--- src/rtl/gpio_ctrl_intr_dispatch_if.sv ---
// CPU claim/complete handshake plus the APB write port that clears the serviced status bit.
// The dispatcher drives the master modport; the CPU/CSR side uses the slave modport.
interface gpio_ctrl_intr_dispatch_if #(
  parameter int ID_W = 3
);
  logic            irq;
  logic [ID_W-1:0] irq_id;
  logic            claim;
  logic            complete;
  logic            m_psel;
  logic            m_penable;
  logic            m_pwrite;
  logic [3:0]      m_pstrb;
  logic [31:0]     m_pwdata;
  logic            m_pready;

  modport master (
    output irq, irq_id, m_psel, m_penable, m_pwrite, m_pstrb, m_pwdata,
    input  claim, complete, m_pready
  );

  modport slave (
    input  irq, irq_id, m_psel, m_penable, m_pwrite, m_pstrb, m_pwdata,
    output claim, complete, m_pready
  );
endinterface

--- src/rtl/gpio_ctrl_intr_dispatch.sv ---
// Round-robin interrupt dispatcher: irq 2 cycles after pend seen in IDLE; claim/complete handshake,
// then an APB W1C clear that stalls on m_pready with no timeout, then a holdoff gap.
module gpio_ctrl_intr_dispatch #(
  parameter int NUM_BANKS      = 8,
  parameter int HOLDOFF_CYCLES = 4,
  parameter int ID_W           = (NUM_BANKS > 1) ? $clog2(NUM_BANKS) : 1
) (
  input  logic                    clk,
  input  logic                    rst_n,
  input  logic [NUM_BANKS-1:0]    intr_status,
  input  logic [NUM_BANKS-1:0]    bank_en,
  output logic                    busy,
  gpio_ctrl_intr_dispatch_if.master bus
);
  localparam int CW = ID_W + 1;

  typedef enum logic [2:0] {
    IDLE, SELECT, PRESENT, ACTIVE, SETUP, ACCESS, HOLDOFF
  } state_t;

  state_t               state, state_nx;
  logic [NUM_BANKS-1:0] pend;
  logic                 pend_hit;
  logic [ID_W-1:0]      rr_ptr, irq_id, win;
  logic                 win_vld;
  logic [CW-1:0]        cand;
  logic [7:0]           holdoff_cnt;
  logic                 apb_nx;
  logic                 psel_q, penable_q, pwrite_q;
  logic [3:0]           pstrb_q;
  logic [31:0]          pwdata_q;

  assign pend     = intr_status & bank_en;
  assign pend_hit = |(pend & (NUM_BANKS'(1) << irq_id));

  // First pending bank at or above rr_ptr, wrapping modulo NUM_BANKS.
  always_comb begin
    win     = '0;
    win_vld = 1'b0;
    cand    = '0;
    for (int k = 0; k < NUM_BANKS; k++) begin
      cand = {1'b0, rr_ptr} + CW'(k);
      if (cand >= CW'(NUM_BANKS)) cand = cand - CW'(NUM_BANKS);
      if (!win_vld && pend[cand[ID_W-1:0]]) begin
        win     = cand[ID_W-1:0];
        win_vld = 1'b1;
      end
    end
  end

  always_comb begin
    state_nx = state;
    case (state)
      IDLE:    if (|pend) state_nx = SELECT;
      SELECT:  state_nx = win_vld ? PRESENT : IDLE;
      PRESENT: begin
        if (bus.claim)     state_nx = ACTIVE;
        else if (!pend_hit) state_nx = IDLE;
      end
      ACTIVE:  if (bus.complete) state_nx = SETUP;
      SETUP:   state_nx = ACCESS;
      ACCESS:  if (bus.m_pready) state_nx = HOLDOFF;
      HOLDOFF: if (holdoff_cnt <= 8'd1) state_nx = IDLE;
      default: state_nx = IDLE;
    endcase
  end

  assign apb_nx = (state_nx == SETUP) || (state_nx == ACCESS);

  always_ff @(posedge clk or negedge rst_n) begin
    if (!rst_n) begin
      state       <= IDLE;
      rr_ptr      <= '0;
      irq_id      <= '0;
      holdoff_cnt <= '0;
      psel_q      <= 1'b0;
      penable_q   <= 1'b0;
      pwrite_q    <= 1'b0;
      pstrb_q     <= '0;
      pwdata_q    <= '0;
    end else begin
      state <= state_nx;
      if (state == SELECT && win_vld) irq_id <= win;
      if (state == ACCESS && bus.m_pready) begin
        rr_ptr      <= (irq_id == ID_W'(NUM_BANKS - 1)) ? '0 : irq_id + 1'b1;
        holdoff_cnt <= 8'(HOLDOFF_CYCLES);
      end else if (state == HOLDOFF && holdoff_cnt != 8'd0) begin
        holdoff_cnt <= holdoff_cnt - 8'd1;
      end
      // APB drive is registered from the next state so it aligns with SETUP/ACCESS exactly.
      psel_q    <= apb_nx;
      penable_q <= (state_nx == ACCESS);
      pwrite_q  <= apb_nx;
      pwdata_q  <= apb_nx ? (32'd1 << irq_id) : 32'd0;
      pstrb_q   <= apb_nx ? (4'd1 << (irq_id >> 3)) : 4'd0;
    end
  end

  assign busy          = (state != IDLE);
  assign bus.irq       = (state == PRESENT);
  assign bus.irq_id    = irq_id;
  assign bus.m_psel    = psel_q;
  assign bus.m_penable = penable_q;
  assign bus.m_pwrite  = pwrite_q;
  assign bus.m_pstrb   = pstrb_q;
  assign bus.m_pwdata  = pwdata_q;
endmodule

--- src/flat_wrapper.sv ---
// flat-port wrapper written by rule: the top's interface ports become plain ports
module gpio_ctrl_intr_dispatch_flat 
#(
  parameter int NUM_BANKS      = 8,
  parameter int HOLDOFF_CYCLES = 4,
  parameter int ID_W           = (NUM_BANKS > 1) ? $clog2(NUM_BANKS) : 1
)
  (clk, rst_n, intr_status, bank_en, busy, bus_irq, bus_irq_id, bus_m_psel, bus_m_penable, bus_m_pwrite, bus_m_pstrb, bus_m_pwdata, bus_claim, bus_complete, bus_m_pready);
  gpio_ctrl_intr_dispatch_if #(.ID_W(ID_W)) bus_i ();
  input  logic clk;
  input  logic rst_n;
  input  logic [NUM_BANKS-1:0] intr_status;
  input  logic [NUM_BANKS-1:0] bank_en;
  output logic busy;
  output wire logic [$bits(bus_i.irq)-1:0] bus_irq;
  output wire logic [$bits(bus_i.irq_id)-1:0] bus_irq_id;
  output wire logic [$bits(bus_i.m_psel)-1:0] bus_m_psel;
  output wire logic [$bits(bus_i.m_penable)-1:0] bus_m_penable;
  output wire logic [$bits(bus_i.m_pwrite)-1:0] bus_m_pwrite;
  output wire logic [$bits(bus_i.m_pstrb)-1:0] bus_m_pstrb;
  output wire logic [$bits(bus_i.m_pwdata)-1:0] bus_m_pwdata;
  input wire logic [$bits(bus_i.claim)-1:0] bus_claim;
  input wire logic [$bits(bus_i.complete)-1:0] bus_complete;
  input wire logic [$bits(bus_i.m_pready)-1:0] bus_m_pready;
  assign bus_irq = bus_i.irq;
  assign bus_irq_id = bus_i.irq_id;
  assign bus_m_psel = bus_i.m_psel;
  assign bus_m_penable = bus_i.m_penable;
  assign bus_m_pwrite = bus_i.m_pwrite;
  assign bus_m_pstrb = bus_i.m_pstrb;
  assign bus_m_pwdata = bus_i.m_pwdata;
  assign bus_i.claim = bus_claim;
  assign bus_i.complete = bus_complete;
  assign bus_i.m_pready = bus_m_pready;
  gpio_ctrl_intr_dispatch #(.NUM_BANKS(NUM_BANKS), .HOLDOFF_CYCLES(HOLDOFF_CYCLES), .ID_W(ID_W)) u_core (.clk(clk), .rst_n(rst_n), .intr_status(intr_status), .bank_en(bank_en), .busy(busy), .bus(bus_i));
endmodule
--- config.mk ---
export PLATFORM = sky130hd
export DESIGN_NAME = gpio_ctrl_intr_dispatch_flat
export DESIGN_NICKNAME = d
export VERILOG_FILES = /design/src/rtl/gpio_ctrl_intr_dispatch_if.sv /design/src/rtl/gpio_ctrl_intr_dispatch.sv /design/src/flat_wrapper.sv
export SDC_FILE = /design/constraint.sdc
export NUM_CORES = 1
export LEC_CHECK = 0
export BUFFER_PORTS_ARGS = -buffer_cell sky130_fd_sc_hd__buf_4
export CAP_MARGIN = 20
export CELL_PAD_IN_SITES_DETAIL_PLACEMENT = 1
export CELL_PAD_IN_SITES_GLOBAL_PLACEMENT = 1
export CORE_UTILIZATION = 39
export DETAILED_ROUTE_END_ITERATION = 6
export PLACE_DENSITY = 0.92
export SYNTH_ARGS = -nofsm -noshare
export SYNTH_HDL_FRONTEND = slang
export SYNTH_SLANG_ARGS = --single-unit
export TNS_END_PERCENT = 10
--- constraint.sdc ---
create_clock -name clk -period 3.6 [get_ports clk]
set_clock_uncertainty 0.2 [all_clocks]
set_input_delay 0.36 -clock clk [delete_from_list [all_inputs] [get_ports clk]]
set_output_delay 0.36 -clock clk [all_outputs]
set_load 0.005 [all_outputs]
==> flow_summary.toml, run 1 <==
[outcome]
status = "finished, final reports clean"

[critical_path]
rrSetupSlack_ps = 320
start_kind = "flop"
worstSetupEndpointType = "flop"
arrival_ps = 3220
cp_max_fo = 10
worstSetupPathType = "flop to flop"
worst-endpoint-required_ps = 3540
rr_worst_depth = 8

[synthesis]
yosys_warnings = 0
yosys.area.top_type_share = 0.273
yosysSeqAreaShare = 0.273
synth_common_cells = "29 x buf_4, 28 x nor2_1, 27 x dfrtp_1"
yosysTopAreaCell = "dfrtp_1"
syn_area_um2 = 2480
synth_edf_count = 0
synthCells = 287
ys_types = 55
synth_flop_cell = "dfrtp_1"
synth_seq_cells = 27
yosysMostFrequentCell = "buf_4"
avgSynthCellArea_um2 = 8.64
synth_area_leaders = "dfrtp_1 27%, buf_4 8.8%, mux4_2 5.5%"
async_flop_share = 1.00

[clock_network]
clock_latency_ps = 280
cts_tree = "built"
cts_buffers = 3
post_cts_buffers = 0
root_buffer = "clkbuf_8"
cts.sinks = 27
clk_pin_slew_ps = 100
htree_levels = 1
post_cts_resized = 0
cts_buffer_depth = 2

[timing]
setup_ws_ps = 323
timing.fmax_mhz = 305
rsz0062_at_grt = "false"
finalSetupViolCount = 0
finalCriticalPeriod_ps = 3280
slew_headroom = 0.505
final.setup.tns_ps = 0
hold_violations = 0
drv_slew = 0
tightest_slew_ps = 735
finalCritPeriodShare = 0.910

[global_route]
grt_usage = 0.215
antenna_found_initial = 0
grt_max_degree = 28
grt_pass1_vias = 2120
grt_pass1_wl_um = 10900
grt-ovfl-total = 0

[placed_design]
portBuffers = 37
place_ws_ps = 458
place_hpwl_um = 5410
gp_congestion = 0.917

[final_layout]
n_antenna_cell = 0
drive_above_1_share = 0.192
syn_to_final_growth_pct = 12.7
design.final.nets = 355
fillerInstances = 747

[routing]
drt_first_iter_violations = 123
wl_met1_um = 3220
top_layer = "met4"
met2_length_um = 3120
drt-pass1-iter-count = 4
dr_total_vias = 2231
drc = 0
vias_per_cell = 5.61
antenna_left = 0
wl_per_cell_um = 16.9
dr_wl_met3_um = 341
drt_wl_total_um = 6730

[floorplanning]
initial_core_util = 0.411
die_y_um = 81.7
dieArea_um2 = 6680
io_pins = 65
die_w_um = 81.7
fp-row-count = 28
coreArea_um2 = 6030

[power]
power_density_nw_per_um2 = 847
worst_ir_drop_vdd_v = 0.000291
p_leak_uw = 0.00131

[hold_path]
hold_path_depth = 5
hold_class = "primary input to flop"

[flow_run]
drv_cap = 0
-- layer usage --
| metal | up-vias | track usage |
|---|---|---|
| met2 | 92 | 0.356 |
| met5 | - | 0 |
| met1 | 1079 | 0.310 |
| met4 | 0 | 0.0456 |
| li1 | 1055 | - |
| met3 | 5 | 0.00667 |
-- placed cells by master, fill, tap and decap left out, types with 2 or more instances in the layout --
cell,synthesis,routed
a211oi_1,6,6
a21oi_1,5,5
a221oi_1,2,2
a22oi_1,5,5
a31oi_1,2,2
and2_1,7,7
and3_1,7,7
and4_1,2,2
buf_4,29,44
clkbuf_8,0,3
conb_1,1,27
dfrtp_1,27,27
ha_1,10,10
inv_1,13,13
mux2_2,2,2
mux2i_1,7,7
mux4_1,2,2
mux4_2,6,6
nand2_1,24,24
nand3_1,20,20
nand3b_1,3,3
nand4_1,3,3
nor2_1,28,28
nor2b_1,3,3
nor3_1,2,2
nor4_1,2,2
o2111ai_1,2,2
o211ai_1,2,2
o21ai_0,13,13
o21ai_1,5,5
o221ai_1,3,3
o22ai_1,3,3
or3_1,4,4
xnor2_1,5,5
xor2_1,5,5
-- critical path: stages, from the launching register on --
cell	delay (ps)
dfrtp_1	560
inv_1	170
ha_1	290
xnor2_1	330
mux2_1	410
a2111oi_4	520
o21ai_1	120
a2111oi_1	440
a211oi_1	90
-- cells by family after synthesis --
kind of cell / synth area share
buffers and inverters: 0.129
AND/OR/NAND/NOR: 0.222
adder cells (fa/ha/maj): 0.0505
other: 0.00151
flip-flops: 0.273
AO/OA/AOI/OAI: 0.172
XOR/XNOR: 0.0353
multiplexers: 0.118
-- through the flow --
step | instance area (µm²) | hold WS (ps) | cells | util | total power, µW
after global routing | 2790 | 295 | 398 | 0.464 | 2560
after floorplan | 2580 | -136 | 313 | - | 1700
after detailed placement | 2730 | 87.2 | 393 | 0.454 | 2170
after CTS | 2790 | 253 | 398 | 0.464 | 2360
after global placement | 2730 | 86.7 | 393 | 0.454 | 2110
final | 2790 | 251 | 398 | 0.464 | 2370
-- repair_timing --
| item | in CTS | in global routing |
|---|---|---|
| hold buffers | 1 | 0 |
| hold endpoints to repair | 27 | 0 |
| setup endpoints to repair | 0 | 0 |
-- where the power goes --
part	switching (µW)	internal [µW]	total [µW]
Clock	99.5	81.3	181
Combinational	893	724	1620
Sequential	161	407	568
-- registers in the layout, indices dropped and copies added (netlist names) --
register / cells
u_core.bus.irq_id: 3
u_core.bus.m_penable: 1
u_core.bus.m_pstrb: 1
u_core.bus.m_pwdata: 8
u_core.holdoff_cnt: 8
u_core.rr_ptr: 3
u_core.state: 3
-- worst paths after layout --
| check | to | startpoint |
|---|---|---|
| max reg2reg | u_core.bus.irq_id[0] | u_core.rr_ptr[0] |
| max | u_core.bus.irq_id[0] | u_core.rr_ptr[0] |
| max in group asynchronous | u_core.bus.m_pwdata[2] | rst_n |
| min reg2reg | u_core.holdoff_cnt[7] | u_core.holdoff_cnt[7] |
| min in group asynchronous | u_core.bus.m_pstrb[0] | rst_n |
| min | u_core.state[2] | bus_complete |
-- area by class of cell --
cell class / count / area, µm² / share of cell area
clock buffers: 3 / 41.3 / 0.0148
clock inverters: 1 / 8.76 / 0.00313
inverters: 14 / 52.6 / 0.0188
multi-input cells: 233 / 1580 / 0.566
flip-flops and latches: 27 / 676 / 0.242
well taps: 75 / 93.8 / 0.0336
repair buffers: 45 / 340 / 0.122
(Power assumes the default switching activity.)
==> run 2: changes to the inputs <==
--- a/config.mk
+++ b/config.mk
@@ -10,8 +10,10 @@
 export CELL_PAD_IN_SITES_DETAIL_PLACEMENT = 1
 export CELL_PAD_IN_SITES_GLOBAL_PLACEMENT = 1
 export CORE_UTILIZATION = 39
+export CTS_CLUSTER_SIZE = 14
 export DETAILED_ROUTE_END_ITERATION = 6
 export PLACE_DENSITY = 0.92
+export RECOVER_POWER = 100
 export SYNTH_ARGS = -nofsm -noshare
 export SYNTH_HDL_FRONTEND = slang
 export SYNTH_SLANG_ARGS = --single-unit
==> flow_summary.toml, run 2 (synthesized netlist as in run 1, its figures left out) <==
[outcome]
status = "finished, final reports clean"

[critical_path]
r2r-end = "u_core.bus.irq_id[0]"
startpoint = "u_core.rr_ptr[0]"
r2r-start = "u_core.rr_ptr[0]"
cp_max_fo = 10
worst-endpoint-required_ps = 3540
rrSetupSlack_ps = 300
worstSetupPathType = "flop to flop"
start_kind = "flop"
arrival_ps = 3240
worstSetupEndpointType = "flop"
rr_worst_depth = 8

[final_layout]
layout_common_cells = "28 x nor2_1, 27 x conb_1, 27 x dfrtp_1"
fin_area_um2 = 2780
layout.cells.most_common = "nor2_1"
drive_above_1_share = 0.180
n_antenna_cell = 0
syn_to_final_growth_pct = 12.0
design.final.nets = 355
finalNonFillerCells = 398

[floorplanning]
fp-row-count = 28
io_pins = 65
coreArea_um2 = 6030
initial_core_util = 0.411
die_y_um = 81.7
dieArea_um2 = 6680
die_w_um = 81.7

[flow_run]
drv_cap = 0

[clock_network]
post_cts_buffers = 0
clk_pin_slew_ps = 100
post_cts_resized = 0
cts_tree = "built"
clock_latency_ps = 280
root_buffer = "clkbuf_8"
hold_buffers = 1
htree_levels = 1
cts_buffers = 3
cts.sinks = 27
cts_buffer_depth = 2

[placed_design]
placed_area_um2 = 2730
place_inst = 393
portBuffers = 37
place_hpwl_um = 5410
gp_congestion = 0.917
place_ws_ps = 458

[timing]
hold_violations = 0
tightest_slew_ps = 1430
slew_headroom = 0.0468
rsz0062_at_grt = "false"
final.setup.tns_ps = 0
drv_slew = 0
timing.fmax_mhz = 303
setup_ws_ps = 298
finalSetupViolCount = 0
finalCritPeriodShare = 0.917
finalCriticalPeriod_ps = 3300

[power]
p_leak_uw = 0.00129
power_density_nw_per_um2 = 845
worst_ir_drop_vdd_v = 0.000278

[global_route]
grt_usage = 0.215
grt_pass1_vias = 2120
grt_pass1_wl_um = 10900
grt-ovfl-total = 0
antenna_found_initial = 0
grt_max_degree = 28

[routing]
drc = 0
vias_per_cell = 5.59
drt-pass1-iter-count = 4
drt_wl_total_um = 6750
dr_total_vias = 2225
wl_per_cell_um = 17.0
antenna_left = 0
drt_first_iter_violations = 95

[hold_path]
hold_path_startpoint = "bus_complete"
worst_hold_path.endpoint = "u_core.state[2]"
hold_path_depth = 5
hold_class = "primary input to flop"
[run 2: cell types whose count changed in the layout (fill, tap and decap cells not counted), sizes merged]
cell / change
buf: -19
clkbuf: +19
[run 2: per-layer routing]
layer,GRT usage,vias to the layer above,wire length (µm)
li1,-,1056,-
met2,0.356,92,3140
met4,0.0456,0,50
met5,0,-,0
met3,0.00667,5,361
met1,0.310,1072,3200
[run 2: worst max path at each step]
stage,end,slack [ps],cells past startpoint
finish,u_core.bus.irq_id[0],300,8
global route,u_core.bus.irq_id[0],130,8
CTS,u_core.bus.irq_id[0],390,8
detailed placement,u_core.bus.irq_id[0],460,8
global placement,u_core.bus.irq_id[0],520,8
floorplan,u_core.bus.irq_id[0],610,7
[run 2: worst max-delay path, stage by stage (launching register included)]
cell       delay, ps
dfrtp_1          560
inv_1            170
ha_1             290
xnor2_1          340
mux2_1           410
a2111oi_4        510
o21ai_1          120
a2111oi_0        470
a211oi_1          90
[run 2: power breakdown]
group / internal (µW) / total (µW) / switching [µW]
Clock: 81.2 / 179 / 97.8
Combinational: 712 / 1600 / 887
Sequential: 407 / 568 / 160
Total: 1200 / 2350 / 1150
[run 2: final cells by class]
| class | instances | area, µm² |
|---|---|---|
| Multi-Input combinational cell | 233 | 1570 |
| Clock buffer | 3 | 41.3 |
| Timing Repair Buffer | 45 | 329 |
| Sequential cell | 27 | 676 |
| Inverter | 14 | 52.6 |
| Tap cell | 75 | 93.8 |
| Clock inverter | 1 | 8.76 |
| Fill cell | 749 | 3250 |
[run 2: per-stage QoR]
step	total power, µW	utilization	hold slack (ps)
floorplan	1700	-	-136
global placement	2110	0.454	86.7
detailed placement	2170	0.454	87.2
CTS	2360	0.464	253
global route	2540	0.461	295
finish	2350	0.461	252
==> run 3: changes to the inputs <==
--- a/config.mk
+++ b/config.mk
@@ -12,7 +12,8 @@
 export CORE_UTILIZATION = 39
 export CTS_CLUSTER_SIZE = 14
 export DETAILED_ROUTE_END_ITERATION = 6
-export PLACE_DENSITY = 0.92
+export MAX_ROUTING_LAYER = met4
+export PLACE_DENSITY_LB_ADDON = 0.3
 export RECOVER_POWER = 100
 export SYNTH_ARGS = -nofsm -noshare
 export SYNTH_HDL_FRONTEND = slang
==> flow_summary.toml, run 3 (synthesized netlist as in run 1, its figures left out) <==
[timing]
rsz0062_at_grt = "false"
finalCritPeriodShare = 0.887
final.setup.tns_ps = 0
drv_slew = 0
hold_violations = 0
slew_headroom = 0.0583
finalSetupViolCount = 0
timing.fmax_mhz = 313
finalCriticalPeriod_ps = 3190
tightest_slew_ps = 1410

[global_route]
met1_usage = 0.307
top_usage_layer = "met2"
grt_max_degree = 28
met2_usage = 0.374
grt.met3_usage = 0.0267
grt_usage = 0.229
grt_pass1_wl_um = 11300
grt_pass1_vias = 2159
antenna_found_initial = 0
grt-ovfl-total = 0

[critical_path]
arrival_ps = 3140
start_kind = "flop"
worstSetupEndpointType = "flop"
rrSetupSlack_ps = 410
critPathMaxStageDelay_ps = 610
cp_cell_sequence = "buf_4, nand3_1, o21ai_0, mux4_2, a2111oi_4, o21ai_1, a2111oi_0, a211oi_1"
cp_top_family = "compound AO/OA/AOI/OAI gates"
worst-endpoint-required_ps = 3550
worstSetupPathType = "flop to flop"
critPathBufInv = 1
critPathSlowestCell = "mux4_2"
cp_max_fo = 21

[power]
p_sw_frac = 0.491
p_seq_frac = 0.238
clock_power_share = 0.075
power.internal_uw = 1200
power_switching_uw = 1160
worst_ir_drop_vdd_v = 0.000336
power_density_nw_per_um2 = 853
p_comb_frac = 0.687
power_uw = 2360
p_leak_uw = 0.00129

[routing]
drt_wl_total_um = 6920
drt_first_iter_violations = 70
dr_total_vias = 2208
vias_per_cell = 5.55
antenna_left = 0
drc = 0
wl_per_cell_um = 17.4
drt-pass1-iter-count = 4

[clock_network]
clock_latency_ps = 280
htree_levels = 1
cts.sinks = 27
cts_tree = "built"
cts_buffers = 3
clk_pin_slew_ps = 90
root_buffer = "clkbuf_8"
cts_buffer_depth = 2
post_cts_buffers = 0

[floorplanning]
fp-row-count = 28
coreArea_um2 = 6030
io_pins = 65
initial_core_util = 0.411
dieArea_um2 = 6680
die_y_um = 81.7
die_w_um = 81.7

[hold_path]
hold_class = "primary input to flop"

[placed_design]
portBuffers = 37
gp_congestion = 0.857
place_hpwl_um = 5550

[final_layout]
fillerInstances = 744
syn_to_final_growth_pct = 11.9
layout_common_cells = "28 x nor2_1, 27 x conb_1, 27 x dfrtp_1"
utilization = 0.460
drive_above_1_share = 0.180
layout.cells.most_common = "nor2_1"
n_antenna_cell = 0
design.final.nets = 355

[outcome]
status = "finished, final reports clean"

[flow_run]
drv_cap = 0
[run 3: cell count changes in the layout (fill, tap and decap cells not counted), sizes merged]
cell | previous run | this run
buf | 25 | 24
clkinvlp | 0 | 1
inv | 15 | 14
clkbuf | 22 | 23
[run 3: per-stage QoR]
stage	std cells	cell area (µm²)	hold slack (ps)	setup slack (ps)
2_1_floorplan	313	2580	-136	610
3_3_place_gp	393	2730	89.9	570
3_5_place_dp	393	2730	92.8	442
4_1_cts	398	2790	249	425
5_1_grt	398	2770	279	130
6_report	398	2770	243	408
[run 3: power by group through the flow]
stage / registers [µW] / clock network [µW] / logic (µW)
after global placement: 565 / 0 / 1590
after floorplan: 496 / 0 / 1210
final: 563 / 176 / 1630
after detailed placement: 572 / 0 / 1630
after global routing: 590 / 192 / 1780
after CTS: 567 / 184 / 1640
[run 3: area by class of cell]
class                   count  area [µm²]  share of cell area
clock inverters             1        7.51             0.00271
clock buffers               3        41.3              0.0149
inverters                  14        52.6              0.0189
well taps                  75        93.8              0.0338
multi-input cells         233        1570               0.567
repair buffers             45         329               0.119
flip-flops and latches     27         676               0.244
[run 3: metal layers]
metal  share of wire  up-vias
met3           0.043        6
met4          0.0094        0
met1            0.46     1082
met2            0.49       63
li1                -     1057
met5               0        -
[run 3: final timing paths]
path,startpoint,endpoint,cells past startpoint
max in group asynchronous,rst_n,u_core.holdoff_cnt[2],2
worst max register to register,u_core.rr_ptr[0],u_core.bus.irq_id[0],8
worst min register to register,u_core.holdoff_cnt[7],u_core.holdoff_cnt[7],2
worst max-delay path,u_core.rr_ptr[0],u_core.bus.irq_id[0],8
worst min-delay path,bus_complete,u_core.state[2],5
min in group asynchronous,rst_n,u_core.holdoff_cnt[4],2
[run 3: repair_timing]
| action | CTS | global route |
|---|---|---|
| gates resized for setup | 0 | 0 |
| hold buffers | 1 | 0 |
| setup endpoints to repair | 0 | 0 |
| hold endpoints to repair | 27 | 0 |
[run 3: worst min-delay path, cell delays in order]
cell and delay (ps):
buf_4 90, nand2_1 40, nor2_1 80, nor2_1 60
nand2_1 60
